**src/rtl/cc_register_bank_if.sv**
```systemverilog
// cc_register_bank_if: write/read/status bundle between the datapath control and the register bank
interface cc_register_bank_if #(
  parameter int DATAWIDTH_BUS = 32,
  parameter int DATAWIDTH_DECODER_OUT = 38,
  parameter int DATAWIDTH_DECODER_SELECTION = 6
);
  logic [DATAWIDTH_DECODER_OUT-1:0] load;
  logic [DATAWIDTH_BUS-1:0] data;
  logic [DATAWIDTH_DECODER_SELECTION-1:0] sel_a;
  logic [DATAWIDTH_DECODER_SELECTION-1:0] sel_b;
  logic clr_err;
  logic [DATAWIDTH_BUS-1:0] data_a;
  logic [DATAWIDTH_BUS-1:0] data_b;
  logic wr_ack;
  logic [DATAWIDTH_DECODER_SELECTION-1:0] last_idx;
  logic error;
  modport master (
    output load, data, sel_a, sel_b, clr_err,
    input data_a, data_b, wr_ack, last_idx, error
  );
  modport slave (
    input load, data, sel_a, sel_b, clr_err,
    output data_a, data_b, wr_ack, last_idx, error
  );
endinterface

```
**src/rtl/cc_register_bank.sv**
```systemverilog
// cc_register_bank: 38-entry register file with one-hot writes, two combinational read ports and multi-hot error flag; CC_REGISTER_BANK_BYPASS_EN enables write-through forwarding
module cc_register_bank #(
  parameter int DATAWIDTH_BUS = 32,
  parameter int DATAWIDTH_DECODER_OUT = 38,
  parameter int DATAWIDTH_DECODER_SELECTION = 6
) (
  input logic cc_register_bank_CLOCK_50,
  input logic cc_register_bank_RESET_InHigh,
  cc_register_bank_if.slave bus
);
  localparam int W = DATAWIDTH_BUS;
  localparam int N = DATAWIDTH_DECODER_OUT;
  localparam int S = DATAWIDTH_DECODER_SELECTION;
  logic clk;
  logic rst;
  logic [W-1:0] regs [N];
  logic [N-1:0] ld;
  logic multi;
  logic one_hot;
  logic [S-1:0] idx;
  logic [W-1:0] rd_a;
  logic [W-1:0] rd_b;
  logic wr_ack;
  logic [S-1:0] last_idx;
  logic error;
  assign clk = cc_register_bank_CLOCK_50;
  assign rst = cc_register_bank_RESET_InHigh;
  assign ld = bus.load & ~N'(1);
  assign multi = |(ld & (ld - N'(1)));
  assign one_hot = |ld && !multi;
  // encode the single set load bit into a register index
  always_comb begin
    idx = '0;
    for (int k = 1; k < N; k++)
      if (ld[k]) idx = k[S-1:0];
  end
  assign rd_a = (bus.sel_a != '0 && int'(bus.sel_a) < N) ? regs[bus.sel_a] : '0;
  assign rd_b = (bus.sel_b != '0 && int'(bus.sel_b) < N) ? regs[bus.sel_b] : '0;
`ifdef CC_REGISTER_BANK_BYPASS_EN
  assign bus.data_a = (!rst && one_hot && bus.sel_a == idx) ? bus.data : rd_a;
  assign bus.data_b = (!rst && one_hot && bus.sel_b == idx) ? bus.data : rd_b;
`else
  assign bus.data_a = rd_a;
  assign bus.data_b = rd_b;
`endif
  // register array: only a clean one-hot load writes; entry 0 stays zero
  always_ff @(posedge clk or posedge rst)
    if (rst)
      for (int r = 0; r < N; r++) regs[r] <= '0;
    else
      for (int r = 1; r < N; r++)
        if (one_hot && ld[r]) regs[r] <= bus.data;
  // acknowledge, last written index and sticky multi-hot flag (set beats clear)
  always_ff @(posedge clk or posedge rst)
    if (rst) begin
      wr_ack <= 1'b0;
      last_idx <= '0;
      error <= 1'b0;
    end else begin
      wr_ack <= one_hot;
      last_idx <= one_hot ? idx : last_idx;
      error <= multi ? 1'b1 : (bus.clr_err ? 1'b0 : error);
    end
  assign bus.wr_ack = wr_ack;
  assign bus.last_idx = last_idx;
  assign bus.error = error;
endmodule

```
**src/flat_wrapper.sv**
```systemverilog
// flat-port wrapper written by rule: the top's interface ports become plain ports
module cc_register_bank_flat 
#(
  parameter int DATAWIDTH_BUS = 32,
  parameter int DATAWIDTH_DECODER_OUT = 38,
  parameter int DATAWIDTH_DECODER_SELECTION = 6
)
  (cc_register_bank_CLOCK_50, cc_register_bank_RESET_InHigh, bus_load, bus_data, bus_sel_a, bus_sel_b, bus_clr_err, bus_data_a, bus_data_b, bus_wr_ack, bus_last_idx, bus_error);
  cc_register_bank_if #(.DATAWIDTH_BUS(DATAWIDTH_BUS), .DATAWIDTH_DECODER_OUT(DATAWIDTH_DECODER_OUT), .DATAWIDTH_DECODER_SELECTION(DATAWIDTH_DECODER_SELECTION)) bus_i ();
  input logic cc_register_bank_CLOCK_50;
  input logic cc_register_bank_RESET_InHigh;
  input wire logic [$bits(bus_i.load)-1:0] bus_load;
  input wire logic [$bits(bus_i.data)-1:0] bus_data;
  input wire logic [$bits(bus_i.sel_a)-1:0] bus_sel_a;
  input wire logic [$bits(bus_i.sel_b)-1:0] bus_sel_b;
  input wire logic [$bits(bus_i.clr_err)-1:0] bus_clr_err;
  output wire logic [$bits(bus_i.data_a)-1:0] bus_data_a;
  output wire logic [$bits(bus_i.data_b)-1:0] bus_data_b;
  output wire logic [$bits(bus_i.wr_ack)-1:0] bus_wr_ack;
  output wire logic [$bits(bus_i.last_idx)-1:0] bus_last_idx;
  output wire logic [$bits(bus_i.error)-1:0] bus_error;
  assign bus_i.load = bus_load;
  assign bus_i.data = bus_data;
  assign bus_i.sel_a = bus_sel_a;
  assign bus_i.sel_b = bus_sel_b;
  assign bus_i.clr_err = bus_clr_err;
  assign bus_data_a = bus_i.data_a;
  assign bus_data_b = bus_i.data_b;
  assign bus_wr_ack = bus_i.wr_ack;
  assign bus_last_idx = bus_i.last_idx;
  assign bus_error = bus_i.error;
  cc_register_bank #(.DATAWIDTH_BUS(DATAWIDTH_BUS), .DATAWIDTH_DECODER_OUT(DATAWIDTH_DECODER_OUT), .DATAWIDTH_DECODER_SELECTION(DATAWIDTH_DECODER_SELECTION)) u_core (.cc_register_bank_CLOCK_50(cc_register_bank_CLOCK_50), .cc_register_bank_RESET_InHigh(cc_register_bank_RESET_InHigh), .bus(bus_i));
endmodule
```
**config.mk**
```make
export PLATFORM = sky130hd
export DESIGN_NAME = cc_register_bank_flat
export DESIGN_NICKNAME = d
export VERILOG_FILES = /design/src/rtl/cc_register_bank_if.sv /design/src/rtl/cc_register_bank.sv /design/src/flat_wrapper.sv
export SDC_FILE = /design/constraint.sdc
export NUM_CORES = 2
export LEC_CHECK = 0
export CORE_MARGIN = 3
export CORE_UTILIZATION = 35
export DETAILED_ROUTE_END_ITERATION = 7
export MAX_ROUTING_LAYER = met4
export PLACE_DENSITY = 0.59
export RECOVER_POWER = 25
export SLEW_MARGIN = 20
export SYNTH_ARGS = -nofsm -noshare
export SYNTH_HDL_FRONTEND = slang
export SYNTH_SLANG_ARGS = --single-unit
```
**constraint.sdc**
```tcl
create_clock -name cc_register_bank_CLOCK_50 -period 37.5 [get_ports cc_register_bank_CLOCK_50]
set_input_delay 5.625 -clock cc_register_bank_CLOCK_50 [delete_from_list [all_inputs] [get_ports cc_register_bank_CLOCK_50]]
set_output_delay 5.625 -clock cc_register_bank_CLOCK_50 [all_outputs]
set_load 0.02 [all_outputs]
```
==> results by group <==
Power and ir drop
  – Final Power: 2.83 mW
  – P per Cell Area: 37.2 mW/mm²
  – Worst VDD drop: 56.6 µV
  – Lkg Pwr: 33.2 nW

Routing
  – First-pass DRT Iterations: 5
  – Final wirelength: 216000 µm
  – Drt via density: 5.83
  – DR vias: 39900
  – WL per Instance: 31.5 µm
  – Routed Antenna Nets: 0
  – # DRC: 0
  – Initial DRC Count: 3535

Timing
  – Fmax: 49.6 MHz
  – Worst-Margin Slew: 8.88 ns
  – Worst slew margin: -4.92
  – Setup TNS: 0 ns
  – Final Hold Vio Count: 0
  – RSZ-0062 raised after global routing: false
  – Period utilization: 0.537
  – Final Slew Violations: 771
  – Setup-failing EPs final: 0
  – Post-layout min period: 20.15 ns
  – Fin Clk Skew: 0 ns

Setup path
  – CP Capture Type: async pin
  – Kind of critical path: in2async
  – Maximum fanout along the worst path: 158
  – Worst EP arrival: 19.11 ns
  – Req. time, crit path: 36.47 ns
  – Critical Path Source Type: input pin

Yosys
  – Post-Synthesis Cells: 4203
  – Number of storage elements in the synthesis netlist: 1192
  – Dominant cell type by area after synthesis: dfrtp_1
  – Area share of the largest cell type after synthesis: 0.430
  – Register area share after synthesis: 0.430
  – Post-synthesis mux area share: 0.470
  – Dominant cells by area after synthesis: dfrtp_1 43%, mux4_2 21%, mux2_4 18%, mux2_2 4.9%, buf_12 2.4%
  – Most common flop cell mapped by yosys: dfrtp_1
  – Post-Synth XOR/XNOR Area: 0
  – Adder-cell area share of the yosys netlist: 0
  – YS warnings: 32
  – Simple-gate share of the synthesized area: 0.0185
  – Post-synth net total: 4288
  – Async S/R FF share, synth: 1.00
  – Cell with the most instances after synthesis: dfrtp_1
  – Mapped Area: 0.0693 mm²
  – Largest family of logic cells by synthesized area: multiplexers
  – EDFF count, synth: 0
  – Netlist cell types: 58
  – Synth Area in Compound Gates: 0.0281
  – Commonest cells post-synth: 1192 x dfrtp_1, 840 x mux2_4, 640 x mux4_2, 304 x mux2_2, 228 x clkbuf_1
  – Syn Area/Cell: 16.5 µm²

Place
  – Port buffer count: 155
  – Placed instance area: 0.0716 mm²
  – Detail Placement HPWL: 116000 µm
  – RePlAce Congestion: 0.823

Final layout
  – Finished Cell Area: 0.0760 mm²
  – Share of cells above drive strength 1: 0.516
  – Layout Nets: 4187
  – Post-layout util: 0.388
  – Area grow syn2layout: 9.60%

GRT
  – GRT Util Overall: 0.217
  – First-pass GRT wire length: 314000 µm
  – Initial antenna violation count: 8
  – Total grt overflow: 0
  – Vias in the first global route: 42000
  – Largest net degree at the start of global routing: 171

Job
  – Max Cap Violations: 8

Clocking
  – Root Buffer: clkbuf_16
  – Num CTS Buffers: 132
  – CTS resizes: 0
  – Reg clk slew, reported paths: 0.06 ns
  – Worst skew pair latency: 0.79 ns
  – CTS tree: built
  – Clk buf depth: 3
  – Clock Sinks: 1192
  – # hold bufs at CTS: 0
  – CTS H-Tree Depth: 4
  – Post-CTS Setup Repair Bufs: 0

Run status
  – Outcome: finished, violations left
  – Violated checks: max-capacitance violations, max-slew violations

Die
  – Die area: 0.203 mm²
  – Placeable Area: 0.196 mm²
  – Rows: 162
  – Chip width: 451 µm
  – I/O pins: 157
  – Die Ht: 451 µm
  – Starting Density: 0.354

Min path
  – Worst hold-check path type: reg2reg
-- power by group --
part	switching, mW	internal (mW)
registers	0.00408	1.29
clock network	0.561	0.777
logic	0.134	0.0581
-- registers in the layout, summed over array words and instances (netlist names) --
register and flops:
u_core.regs 1184, u_core.bus.last_idx 6, u_core.bus.error 1, u_core.bus.wr_ack 1
-- cells by family after synthesis --
kind of cell           Yosys count
buffers and inverters          517
AO/OA/AOI/OAI                  291
flip-flops                    1192
multiplexers                  1984
AND/OR/NAND/NOR                219
-- stage by stage --
step                      hold WS (ns)  std cells  worst slack [ns]
final                            0.486       6838             17.35
after floorplan                  0.470       4203             15.41
after global placement           0.479       6592             21.09
after detailed placement         0.485       6592             21.10
after CTS                        0.499       6831             21.11
after global routing             0.499       6838             14.54
-- layout make-up --
type                            count  area (µm²)
Antenna cell                        7        17.5
Sequential cell                  1192       29800
Clock inverter                     43         478
Tap cell                         2624        3280
Fill cell                       17900      120000
Inverter                           16        61.3
Timing Repair Buffer              266        2420
Multi-Input combinational cell   2494       36000
Clock buffer                      196        3930
-- routing by layer --
| metal | global-route usage | up-vias | part of all wire | wire length (µm) |
|---|---|---|---|---|
| li1 | - | 16100 | - | - |
| met1 | 0.290 | 22300 | 0.44 | 94000 |
| met2 | 0.343 | 1189 | 0.48 | 104000 |
| met3 | 0.0320 | 318 | 0.050 | 10800 |
| met4 | 0.0680 | 0 | 0.032 | 6890 |
| met5 | - | - | 0 | 0 |
-- placed cells by master, fill, tap and decap left out, drive strengths merged, types with 40 or more instances in the layout --
cell type,instances
a21oi,45
a22o,63
buf,117
clkbuf,204
clkdlybuf4s50,132
dfrtp,1192
mux2,1248
mux2i,96
mux4,640
nand2,40
nor2,59
o21ai,81
-- worst max-delay path, cell delays in order --
cell	delay (ns)
dlygate4sd3_1	0.55
clkinvlp_2	0.53
clkbuf_1	6.13
clkbuf_1	5.80
-- worst paths after layout --
kind                                                             from                      to  slack, ns  cells past startpoint
setup / recovery                        cc_register_bank_RESET_InHigh        u_core.regs[546]      17.35                      4
hold / removal                                 u_core.bus.last_idx[4]  u_core.bus.last_idx[4]       0.49                      1
setup reg to reg                                     u_core.regs[977]        u_core.regs[977]      36.69                      1
hold reg to reg                                u_core.bus.last_idx[4]  u_core.bus.last_idx[4]       0.49                      1
max in group cc_register_bank_CLOCK_50                   bus_sel_b[0]           bus_data_b[3]      21.26                      9
min in group asynchronous               cc_register_bank_RESET_InHigh        u_core.regs[312]       5.43                      2
Power figures use the tool's default switching activity.
